<file path="src/rtl/binop_pkg.sv">
// Shared types for the BinOp result-statistics datapath: state encoding and the
// result record layout consumed by later stages.
package binop_pkg;

    localparam int BINOP_DATA_W = 16;
    localparam int BINOP_ACC_W  = 24;

    typedef enum logic [1:0] {
        IDLE  = 2'd0,
        ACCUM = 2'd1,
        EMIT  = 2'd2
    } accum_state_t;

    typedef struct packed {
        logic [BINOP_ACC_W-1:0]  sum;
        logic [BINOP_DATA_W-1:0] min;
        logic [BINOP_DATA_W-1:0] max;
        logic                    ovf;
    } accum_rec_t;

endpackage

</file>
<file path="src/rtl/binop_acc_add.sv">
// Combinational window accumulator adder with carry-out.
// Build option BINOP_ACC_SAT_EN: clamp the sum at all-ones once the window has overflowed.
module binop_acc_add #(
    parameter int DATA_W = 16,
    parameter int ACC_W  = 24
) (
    input  logic [ACC_W-1:0]  acc,
    input  logic [DATA_W-1:0] sample,
    input  logic              ovf_prev,
    output logic [ACC_W-1:0]  sum,
    output logic              carry
);

    logic [ACC_W:0] wide;

    assign wide  = {1'b0, acc} + {{(ACC_W + 1 - DATA_W){1'b0}}, sample};
    assign carry = wide[ACC_W];

`ifdef BINOP_ACC_SAT_EN
    // Once saturated the accumulator stays pinned for the rest of the window.
    assign sum = (carry | ovf_prev) ? {ACC_W{1'b1}} : wide[ACC_W-1:0];
`else
    logic unused_ovf_prev;
    assign unused_ovf_prev = ovf_prev;
    assign sum             = wide[ACC_W-1:0];
`endif

endmodule

</file>
<file path="src/rtl/binop_result_accum.sv">
// Reduces each WINDOW-sample burst of BinOp results to a sum/min/max/overflow record
// behind valid/ready handshakes. Saturating sum selected by BINOP_ACC_SAT_EN (see binop_acc_add).
module binop_result_accum
    import binop_pkg::*;
#(
    parameter int DATA_W = BINOP_DATA_W,
    parameter int WINDOW = 8,
    parameter int ACC_W  = 24
) (
    input  logic              clk,
    input  logic              rst,
    input  logic              in_valid,
    output logic              in_ready,
    input  logic [DATA_W-1:0] xin,
    input  logic              clear,
    output logic              out_valid,
    input  logic              out_ready,
    output logic [ACC_W-1:0]  sum,
    output logic [DATA_W-1:0] min,
    output logic [DATA_W-1:0] max,
    output logic              ovf
);

    localparam int CNT_W = 16;

    accum_state_t      state_reg;
    logic [CNT_W-1:0]  count_reg;
    logic [ACC_W-1:0]  acc_reg;
    logic [DATA_W-1:0] lo_reg;
    logic [DATA_W-1:0] hi_reg;
    logic              ovf_acc_reg;

    logic [ACC_W-1:0]  add_sum;
    logic              add_carry;
    logic [DATA_W-1:0] lo_next;
    logic [DATA_W-1:0] hi_next;
    logic              ovf_next;
    logic              last_sample;

    binop_acc_add #(
        .DATA_W (DATA_W),
        .ACC_W  (ACC_W)
    ) u_add (
        .acc      (acc_reg),
        .sample   (xin),
        .ovf_prev (ovf_acc_reg),
        .sum      (add_sum),
        .carry    (add_carry)
    );

    assign in_ready    = (state_reg != EMIT);
    assign lo_next     = (xin < lo_reg) ? xin : lo_reg;
    assign hi_next     = (xin > hi_reg) ? xin : hi_reg;
    assign ovf_next    = ovf_acc_reg | add_carry;
    assign last_sample = (count_reg == CNT_W'(WINDOW - 1));

    always_ff @(posedge clk or posedge rst) begin
        if (rst) begin
            state_reg   <= IDLE;
            count_reg   <= '0;
            acc_reg     <= '0;
            lo_reg      <= '0;
            hi_reg      <= '0;
            ovf_acc_reg <= 1'b0;
            out_valid   <= 1'b0;
            sum         <= '0;
            min         <= '0;
            max         <= '0;
            ovf         <= 1'b0;
        end else if (clear) begin
            // Abort wins over any coincident input or output transfer.
            state_reg <= IDLE;
            count_reg <= '0;
            out_valid <= 1'b0;
        end else begin
            case (state_reg)
                IDLE: begin
                    if (in_valid) begin
                        acc_reg     <= ACC_W'(xin);
                        lo_reg      <= xin;
                        hi_reg      <= xin;
                        ovf_acc_reg <= 1'b0;
                        count_reg   <= CNT_W'(1);
                        state_reg   <= ACCUM;
                    end
                end
                ACCUM: begin
                    if (in_valid) begin
                        acc_reg     <= add_sum;
                        lo_reg      <= lo_next;
                        hi_reg      <= hi_next;
                        ovf_acc_reg <= ovf_next;
                        if (last_sample) begin
                            sum       <= add_sum;
                            min       <= lo_next;
                            max       <= hi_next;
                            ovf       <= ovf_next;
                            out_valid <= 1'b1;
                            count_reg <= '0;
                            state_reg <= EMIT;
                        end else begin
                            count_reg <= count_reg + CNT_W'(1);
                        end
                    end
                end
                EMIT: begin
                    if (out_ready) begin
                        out_valid <= 1'b0;
                        state_reg <= IDLE;
                    end
                end
                default: state_reg <= IDLE;
            endcase
        end
    end

endmodule
</file>
<file path="config.mk">
export PLATFORM = sky130hd
export DESIGN_NAME = binop_result_accum
export DESIGN_NICKNAME = d
export VERILOG_FILES = /design/src/rtl/binop_pkg.sv /design/src/rtl/binop_acc_add.sv /design/src/rtl/binop_result_accum.sv
export SDC_FILE = /design/constraint.sdc
export NUM_CORES = 1
export LEC_CHECK = 0
export CAP_MARGIN = 20
export CORE_UTILIZATION = 59
export CTS_BUF_LIST = sky130_fd_sc_hd__clkbuf_4 sky130_fd_sc_hd__clkbuf_8
export DETAILED_ROUTE_END_ITERATION = 10
export MAX_ROUTING_LAYER = met4
export PLACE_DENSITY = 0.83
export SYNTH_ARGS = -nofsm -noshare
export SYNTH_HDL_FRONTEND = slang
export SYNTH_HIERARCHICAL = 1
export SYNTH_SLANG_ARGS = --single-unit
</file>
<file path="constraint.sdc">
create_clock -name clk -period 5.2 [get_ports clk]
set_clock_uncertainty 0.15 [all_clocks]
set_input_delay 0.78 -clock clk [delete_from_list [all_inputs] [get_ports clk]]
set_output_delay 0.78 -clock clk [all_outputs]
set_load 0.1 [all_outputs]
</file>
; Word-level counts from Yosys, hierarchy flattened
; Cells that the tools add are included.
[op_classes]
n_mux = 29
n_eq_ne = 10
add_sub_neg = 2
bitwise_logic = 2
reduce_logical = 9
order_cmp = 2
[op_table]
columns = cell, count
row1 = two-way mux 16 bit, 9
row2 = case mux 16 bit (2 select lines), 3
row3 = two-way mux 24 bit, 2
row4 = case mux 24 bit (2 select lines), 1
row5 = adder 24 x 16 -> 25 bit, 1
row6 = "adder 16 x 1 -> 16 bit, second input constant", 1
row7 = "equality test 16 x 3 -> 1 bit, second input constant", 1
row8 = > comparator 16 bit, 1
row9 = < comparator 16 bit, 1
row10 = AND reduction 4 bit, 4
row11 = "inequality test 3 bit, second input constant", 4
row12 = two-way mux 2 bit, 5
row13 = two-way mux 1 bit, 6
row14 = "inequality test 2 bit, second input constant", 3
row15 = case mux 2 bit (3 select lines), 1
row16 = nonzero test 3 bit, 2
row17 = case mux 1 bit (2 select lines), 2
row18 = AND reduction 3 bit, 1
row19 = "equality test 2 x 1 -> 1 bit, second input constant", 1
row20 = "equality test 2 bit, second input constant", 1
row21 = zero test 2 bit, 1
row22 = nonzero test 2 bit, 1
row23 = inverter 1 bit, 1
row24 = bitwise OR 1 bit, 1
[totals]
in_bits = 21
ff_bits = 133
out_inout_bits = 59

; Logic depth before layout (Yosys ltp)
; Gate-level depths: netlist (run 1).
[depth]
word_depth = 5
depth_mapped = 10
ltp_nobuf = 10

; Modules after synthesis
; The synthesis (run 1) kept the hierarchy.
[by_module_without_submodules]
columns = module, instances, seq_area_each_um2, cells_per_inst, area_each_um2
row1 = binop_result_accum, 1, 3328.2, 601, 6421.2
row2 = binop_acc_add, 1, 0.0, 153, 1079.8

; Worst setup path after synthesis (run 1)
; No wires, ideal clock.
[synth_path]
kind = input -> register
start = in xin[0]
end = reg ovf_acc_reg
n_path_buf = 0
setup_slack_ns = 2.173
path_stages = 10
arrival_time_ns = 2.741
setup_ns = 0.137
required_time_ns = 4.913
path_cell_list = ha_1 -> fa_1 -> a211oi_1 -> o211ai_1 -> a31o_1 -> a21o_1 -> o21a_1 -> and3_1 -> a21oi_1 -> a21oi_1
[synth_between]
elab_chain_cells = 4
[synth_lines]
columns = element, line
row1 = from (decl), binop_result_accum.sv:14  ; input logic [DATA_W-1:0] xin,
row2 = adder 24 x 16 -> 25 bit, binop_acc_add.sv:16  ; assign wide = {1'b0, acc} + {{(ACC_W + 1 - DATA_W){1'b0}}, sample};
row3 = net add_carry, binop_result_accum.sv:34  ; logic add_carry;
row4 = bitwise OR 1 bit, binop_result_accum.sv:54  ; assign ovf_next = ovf_acc_reg | add_carry;
row5 = two-way mux 1 bit, binop_result_accum.sv:88  ; if (in_valid) begin
row6 = case mux 1 bit (2 select lines), binop_result_accum.sv:76  ; case (state_reg)
row7 = to (signal assigned), binop_result_accum.sv:92  ; ovf_acc_reg <= ovf_next;
row8 = to (decl), binop_result_accum.sv:31  ; logic ovf_acc_reg;
; The timed path passes the listed nets, and every way through them passes these cells. The select of a mux whose other input is x is not followed.
; A chain may end at the register's enable or synchronous reset.

; Worst setup path in the final report (run 1)
[layout_path]
start = in xin[6]
end = reg lo_reg[13]
[layout_between]
elab_chain_cells = 4
[layout_lines]
columns = element, line
row1 = < comparator 16 bit, binop_result_accum.sv:52  ; assign lo_next = (xin < lo_reg) ? xin : lo_reg;
row2 = two-way mux 16 bit, binop_result_accum.sv:52
row3 = two-way mux 16 bit, binop_result_accum.sv:88
row4 = case mux 16 bit (2 select lines), binop_result_accum.sv:76
row5 = to (signal assigned), binop_result_accum.sv:80  ; lo_reg <= xin;
row6 = to (signal assigned), binop_result_accum.sv:90  ; lo_reg <= lo_next;
row7 = to (decl), binop_result_accum.sv:29  ; logic [DATA_W-1:0] lo_reg;
; No other way between the ends. The select of a mux whose other input is x is not followed.

==> summary.txt, run 1 <==
OUTCOME
----------------------------------------------------------------------------------
Outcome                                                                  completed

SYNTHESIS
----------------------------------------------------------------------------------
Fraction of synthesized area in multiplexers                                 0.133
Compound-gate portion of the synthesized area                                0.136
Number of flops mapped to enable cells by yosys                                  0
Combinational family with the most area after synthesis               compound AO/OA/AOI/OAI gates
Sequential-to-total area share from yosys stat                               0.444
Post-synthesis share of cell area spent on xor and xnor gates               0.0315
Yosys synthesis warning count                                                    6
Syn_nets                                                                       824
Async S/R FF share, synth                                                     1.00
Post-Syn Area                                                             7500 µm²
Main flop type after synthesis                                        sky130_fd_sc_hd__dfrtp_1
Dominant cells by area after synthesis                                sky130_fd_sc_hd__dfrtp_1 44%, sky130_fd_sc_hd__ha_1 8.0%, sky130_fd_sc_hd__mux2_2 6.9%, sky130_fd_sc_hd__nand2_1 5.3%, sky130_fd_sc_hd__mux2i_1 4.4%
Most common cell in the netlist                                       sky130_fd_sc_hd__dfrtp_1
Adder-cell area share of the yosys netlist                                  0.0827
Most used standard cells in the synthesized netlist                   133 x sky130_fd_sc_hd__dfrtp_1, 105 x sky130_fd_sc_hd__nand2_1, 51 x sky130_fd_sc_hd__nor2_1, 51 x sky130_fd_sc_hd__o21ai_0, 48 x sky130_fd_sc_hd__ha_1
Area share of and/or/nand/nor cells after synthesis                          0.131
Post-synthesis cell count                                                      754
Number of synthesized register bits                                            133
Proportion of netlist area held by the largest area contributor              0.444
Syn avg cell area                                                         9.95 µm²
Post-synthesis cell type count                                                  55
Biggest area consumer among synthesized cells                         sky130_fd_sc_hd__dfrtp_1

STA
----------------------------------------------------------------------------------
Max_slew headroom                                                            0.344
Least setup slack across all paths after layout                            1.54 ns
RSZ-0062 raised after global routing                                         false
Final Cycle Share                                                            0.704
Final critical-path required period                                        3.66 ns
Final count of hold timing violations                                            0
Final Max Slew Viols                                                             0
Final setup violation count                                                      0
Achievable Freq                                                            273 MHz
Total negative setup slack                                                    0 ns
Worst-case hold slack                                                     0.330 ns
Slew at the pin with the worst max-slew slack                             0.980 ns

PLACEMENT
----------------------------------------------------------------------------------
Placer's final routability congestion estimate                               0.899
Worst slack at placement                                                   1.11 ns
HPWL after detailed placement                                              12.0 mm
Number of buffers added on ports                                                79
Post-place instance area                                                  8420 µm²
Number of placed cells counting well taps                                      975

LAYOUT
----------------------------------------------------------------------------------
Total area of sequential cells                                            3330 µm²
Finished Layout Cells                                                         1007
Share of final-layout standard cells stronger than drive strength 1          0.133
Final cell area excluding filler cells                                    8840 µm²
Antenna diode instance count                                                     0
Final-stage net count                                                          896
Filler Cells Inserted                                                          929
Multi-input gate area                                                     3890 µm²
Synthesis-to-finish area growth                                              17.9%
Post-layout utilization of the core                                          0.724

FLOORPLANNING
----------------------------------------------------------------------------------
Io pins                                                                         80
Effective utilization at floorplan                                           0.614
Count of standard-cell rows                                                     40
Die Ht                                                                      115 µm
Overall die area                                                         13200 µm²
Standard cell core area                                                  12200 µm²
Die X                                                                       115 µm

CLOCK NETWORK
----------------------------------------------------------------------------------
Number of gates given a new drive strength after cts                             0
Post-CTS Setup Repair Bufs                                                       0
Deepest clock path buffer count                                                  2
TritonCTS clock tree                                                         built
Clock latency reported for the late side of the worst-skew pair            0.46 ns
Quantity of hold-fixing buffers added after cts                                  0
Sink count of the clock tree                                                   133
Number of buffers inserted during clock tree synthesis                          17
Count of H-tree levels built during CTS                                          4
Clk Tree Root Cell                                                    sky130_fd_sc_hd__clkbuf_8
Clock-pin slew on the worst setup and hold paths                           0.08 ns

SETUP PATH
----------------------------------------------------------------------------------
Critical Path Sink Type                                                       flop
Class of the most critical setup path                                 input port to flop
Data arrival, critical path                                                3.85 ns
Kind of start point of the critical path                                input port
Biggest fanout along the worst timing path                                      16
Worst endpoint required time                                               5.38 ns

FLOW RUN
----------------------------------------------------------------------------------
MaxCap Viol Count                                                                0

GLOBAL ROUTING
----------------------------------------------------------------------------------
Pin count of the biggest net entering global routing                            91
Number of global-route vias before repair                                     6107
Antenna violations before repair                                                 0
First-pass GRT wire length                                                 28.8 mm
GRT overflow                                                                     0
Global-route usage over all layers                                           0.292

PWR
----------------------------------------------------------------------------------
VDD IR max                                                                0.200 mV
Total chip power                                                           2.94 mW
Total leakage power                                                        4.08 nW
Power Dens Cells                                                        333 nW/µm²

ROUTE
----------------------------------------------------------------------------------
Final wirelength                                                           17.1 mm
Post-DR vias/cell                                                             5.95
DRC violation count after routing                                                0
First-pass iteration count of the detailed router                                5
First DRT Iteration DRCs                                                       400
Routed wirelength normalized by instance count                             17.0 µm
Number of routed nets with antenna violations                                    0
Total via count in the routed design                                          5994

HOLD PATH
----------------------------------------------------------------------------------
Worst Hold Class                                                      flop to flop

## path summary, 6_finish.rpt
kind	cells past startpoint	endpoint	start	slack (ns)
worst max-delay path	7	lo_reg[13]	xin[6]	1.54
min in group asynchronous	2	acc_reg[20]	rst	0.74
worst min-delay path	2	min[3]	min[3]	0.33
worst min register to register	2	min[3]	min[3]	0.33
worst max register to register	7	lo_reg[13]	lo_reg[15]	2.20
max in group asynchronous	3	lo_reg[5]	rst	3.21
## final cells by class
type                       instances  share of cell area
clock inverter                    14              0.0200
multi-input combinational        547               0.440
clock buffer                      18              0.0273
timing repair buffer              86              0.0954
tap                              168              0.0238
inverter                          41              0.0177
sequential                       133               0.376
## cells by family (layout without fill, tap and decap cells)
logic type / count (synthesis) / after routing
simple gates: 222 / 222
compound gates: 160 / 160
flops: 133 / 133
mux: 89 / 89
buf+inv: 74 / 159
fa+ha+maj: 49 / 49
xor+xnor: 27 / 27
## layer usage
metal | global-route usage | vias up | part of all wire | routed length (µm)
li1 | - | 2802 | - | -
met1 | 0.350 | 2923 | 0.42 | 7250
met2 | 0.485 | 209 | 0.50 | 8520
met3 | 0.0522 | 60 | 0.050 | 850
met4 | 0.130 | 0 | 0.030 | 513
met5 | - | - | 0 | 0
## power breakdown
part           switching (mW)  total, mW  internal (mW)
combinational           0.475      0.834          0.359
clock                   0.433      0.916          0.483
sequential             0.0728       1.19           1.12
## worst max-delay path, cell delays in order
cell                              delay, ns
sky130_fd_sc_hd__clkdlybuf4s50_1       0.64
sky130_fd_sc_hd__ha_1                  0.42
sky130_fd_sc_hd__o21ai_0               0.11
sky130_fd_sc_hd__a2111oi_0             0.56
sky130_fd_sc_hd__a21oi_2               0.36
sky130_fd_sc_hd__o21ai_4               0.56
sky130_fd_sc_hd__mux2_2                0.40
## cells in the final DEF, fill, tap and decap left out, types with 10 or more instances in the layout
cell type                         instances
sky130_fd_sc_hd__xnor2_1                 16
sky130_fd_sc_hd__o21ai_0                 51
sky130_fd_sc_hd__nor2_1                  51
sky130_fd_sc_hd__ha_1                    48
sky130_fd_sc_hd__mux2_2                  46
sky130_fd_sc_hd__a21oi_1                 34
sky130_fd_sc_hd__clkdlybuf4s50_1         79
sky130_fd_sc_hd__a21o_1                  10
sky130_fd_sc_hd__nand2_1                105
sky130_fd_sc_hd__inv_1                   40
sky130_fd_sc_hd__mux2_4                  10
sky130_fd_sc_hd__nand3_1                 16
sky130_fd_sc_hd__xor2_1                  11
sky130_fd_sc_hd__a31oi_1                 19
sky130_fd_sc_hd__mux2i_1                 33
sky130_fd_sc_hd__nand4_1                 13
sky130_fd_sc_hd__clkbuf_8                17
sky130_fd_sc_hd__dfrtp_1                133
Power figures use the tool's default switching activity.
==> run 2, diff against run 1 <==
==> constraint.sdc (replaced) <==
create_clock -name clk -period 3.7 [get_ports clk]
set_clock_uncertainty 0.15 [all_clocks]
set_input_delay 0.555 -clock clk [delete_from_list [all_inputs] [get_ports clk]]
set_output_delay 0.555 -clock clk [all_outputs]
set_load 0.1 [all_outputs]
==> summary.txt, run 2 (synthesized netlist as in run 1, its figures left out) <==
FLOORPLANNING
----------------------------------------------------------------------------------
Io pins                                                                         80
Effective utilization at floorplan                                           0.614
Standard cell core area                                                  12200 µm²
Die Ht                                                                      115 µm
Count of standard-cell rows                                                     40
Die X                                                                       115 µm
Overall die area                                                         13200 µm²

CLOCK NETWORK
----------------------------------------------------------------------------------
Quantity of hold-fixing buffers added after cts                                  0
Sink count of the clock tree                                                   133
Deepest clock path buffer count                                                  2
Clock-pin slew on the worst setup and hold paths                           0.07 ns
Clock latency reported for the late side of the worst-skew pair            0.45 ns
Number of buffers inserted during clock tree synthesis                          17
Clk Tree Root Cell                                                    sky130_fd_sc_hd__clkbuf_8
TritonCTS clock tree                                                         built
Number of gates given a new drive strength after cts                             0
Count of H-tree levels built during CTS                                          4
Post-CTS Setup Repair Bufs                                                       0

OUTCOME
----------------------------------------------------------------------------------
Outcome                                                                  completed

PWR
----------------------------------------------------------------------------------
Total leakage power                                                        4.15 nW
Internal cell power                                                        2.68 mW
Proportion of total power due to net switching                               0.329
Fraction of power consumed by combinational cells                            0.302
NetSw                                                                      1.31 mW
VDD IR max                                                                0.265 mV
Register share of total power                                                0.419
Power Dens Cells                                                        448 nW/µm²
Clock network fraction of design power                                       0.279

SETUP PATH
----------------------------------------------------------------------------------
Biggest fanout along the worst timing path                                       5
Worst endpoint required time                                               3.89 ns
Slowest CP cell                                                       sky130_fd_sc_hd__clkdlybuf4s50_1
Worst reg2reg setup slack                                                  0.82 ns
Data arrival, critical path                                                3.31 ns
Critical Path, Cell by Cell                                           clkdlybuf4s50_1 > ha_1 > fa_1 > a211oi_1 > o21bai_1 > a21oi_1 > o22ai_2 > a31oi_1 > xnor2_1 > mux2_2
Critical Path Sink Type                                                       flop
Number of buffers and inverters on the critical path                             1
CP delay by family, top                                               compound AO/OA/AOI/OAI gates
Kind of start point of the critical path                                input port
Class of the most critical setup path                                 input port to flop
CP peak stage delay                                                        0.49 ns

ROUTE
----------------------------------------------------------------------------------
Number of routed nets with antenna violations                                    0
DRC violation count after routing                                                0
Total via count in the routed design                                          5980
Post-DR vias/cell                                                             5.86
First-pass iteration count of the detailed router                                5
Final wirelength                                                           17.5 mm
First DRT Iteration DRCs                                                       314
Routed wirelength normalized by instance count                             17.1 µm

PLACEMENT
----------------------------------------------------------------------------------
Placer's final routability congestion estimate                               0.919
Worst slack at placement                                                  0.169 ns
HPWL after detailed placement                                              13.0 mm
Number of buffers added on ports                                                79

HOLD PATH
----------------------------------------------------------------------------------
Worst Hold Class                                                      input port to asynchronous set/reset pin

LAYOUT
----------------------------------------------------------------------------------
Share of final-layout standard cells stronger than drive strength 1          0.149
Antenna diode instance count                                                     0
Synthesis-to-finish area growth                                              18.7%
Commonest non-fill, non-tap cell in the layout                        sky130_fd_sc_hd__dfrtp_1
Filler Cells Inserted                                                          966
Commonest non-fill, non-tap cells in the layout                       133 x sky130_fd_sc_hd__dfrtp_1, 105 x sky130_fd_sc_hd__nand2_1, 78 x sky130_fd_sc_hd__clkdlybuf4s50_1
Final-stage net count                                                          912

STA
----------------------------------------------------------------------------------
Final Cycle Share                                                            0.843
Total negative setup slack                                                    0 ns
Final count of hold timing violations                                            0
Least setup slack across all paths after layout                           0.580 ns
Max_slew headroom                                                            0.314
Final critical-path required period                                        3.12 ns
Final setup violation count                                                      0
Achievable Freq                                                            321 MHz
Final Max Slew Viols                                                             0
RSZ-0062 raised after global routing                                         false
Slew at the pin with the worst max-slew slack                              1.03 ns

GLOBAL ROUTING
----------------------------------------------------------------------------------
Antenna violations before repair                                                 0
GRT overflow                                                                     0
Number of global-route vias before repair                                     5960
Pin count of the biggest net entering global routing                            80
Global-route usage over all layers                                           0.299
First-pass GRT wire length                                                 29.2 mm

FLOW RUN
----------------------------------------------------------------------------------
MaxCap Viol Count                                                                0

-- run 2: cell count changes in the layout (fill, tap and decap cells not counted), sizes merged --
cell,change
buf,+17
clkbuf,+6
clkinvlp,-4
inv,-4
bufinv,-2
clkinv,+2
clkdlybuf4s50,-1
-- run 2: final cells by class --
| class | count | area [µm²] | area share |
|---|---|---|---|
| clock inverters | 6 | 55.1 | 0.00618 |
| repair buffers | 102 | 973 | 0.109 |
| flip-flops and latches | 133 | 3330 | 0.374 |
| multi-input cells | 547 | 3890 | 0.436 |
| clock buffers | 24 | 293 | 0.0329 |
| well taps | 168 | 210 | 0.0236 |
| inverters | 41 | 158 | 0.0177 |
-- run 2: power groups by stage --
stage	combinational (mW)	clock, mW	sequential, mW
floorplan	0.892	0	1.67
global placement	1.15	0	1.69
detailed placement	1.19	0	1.70
CTS	1.20	1.13	1.67
global route	1.32	1.19	1.69
finish	1.21	1.12	1.67
-- run 2: final timing paths --
check	from	end	cells after the start
setup / recovery	xin[0]	sum[16]	10
hold / removal	rst	sum[19]	2
setup reg to reg	acc_reg[0]	sum[16]	9
hold reg to reg	max[7]	max[7]	2
max in group asynchronous	rst	hi_reg[8]	3
min in group clk	max[7]	max[7]	2
-- run 2: metal layers --
metal	track usage	wire, µm
met4	0.119	485
met1	0.365	7600
met5	-	0
met2	0.494	8740
met3	0.0527	658
-- run 2: through the flow --
stage	hold slack [ns]	cell area [µm²]	cells	total power [mW]	utilization
after detailed placement	0.324	8560	991	2.89	0.701
after CTS	0.302	8900	1021	4.00	0.729
after global routing	0.334	8900	1021	4.21	0.729
final	0.305	8900	1021	3.99	0.729
after global placement	0.304	8560	991	2.84	0.701
after floorplan	0.287	7500	754	2.57	-
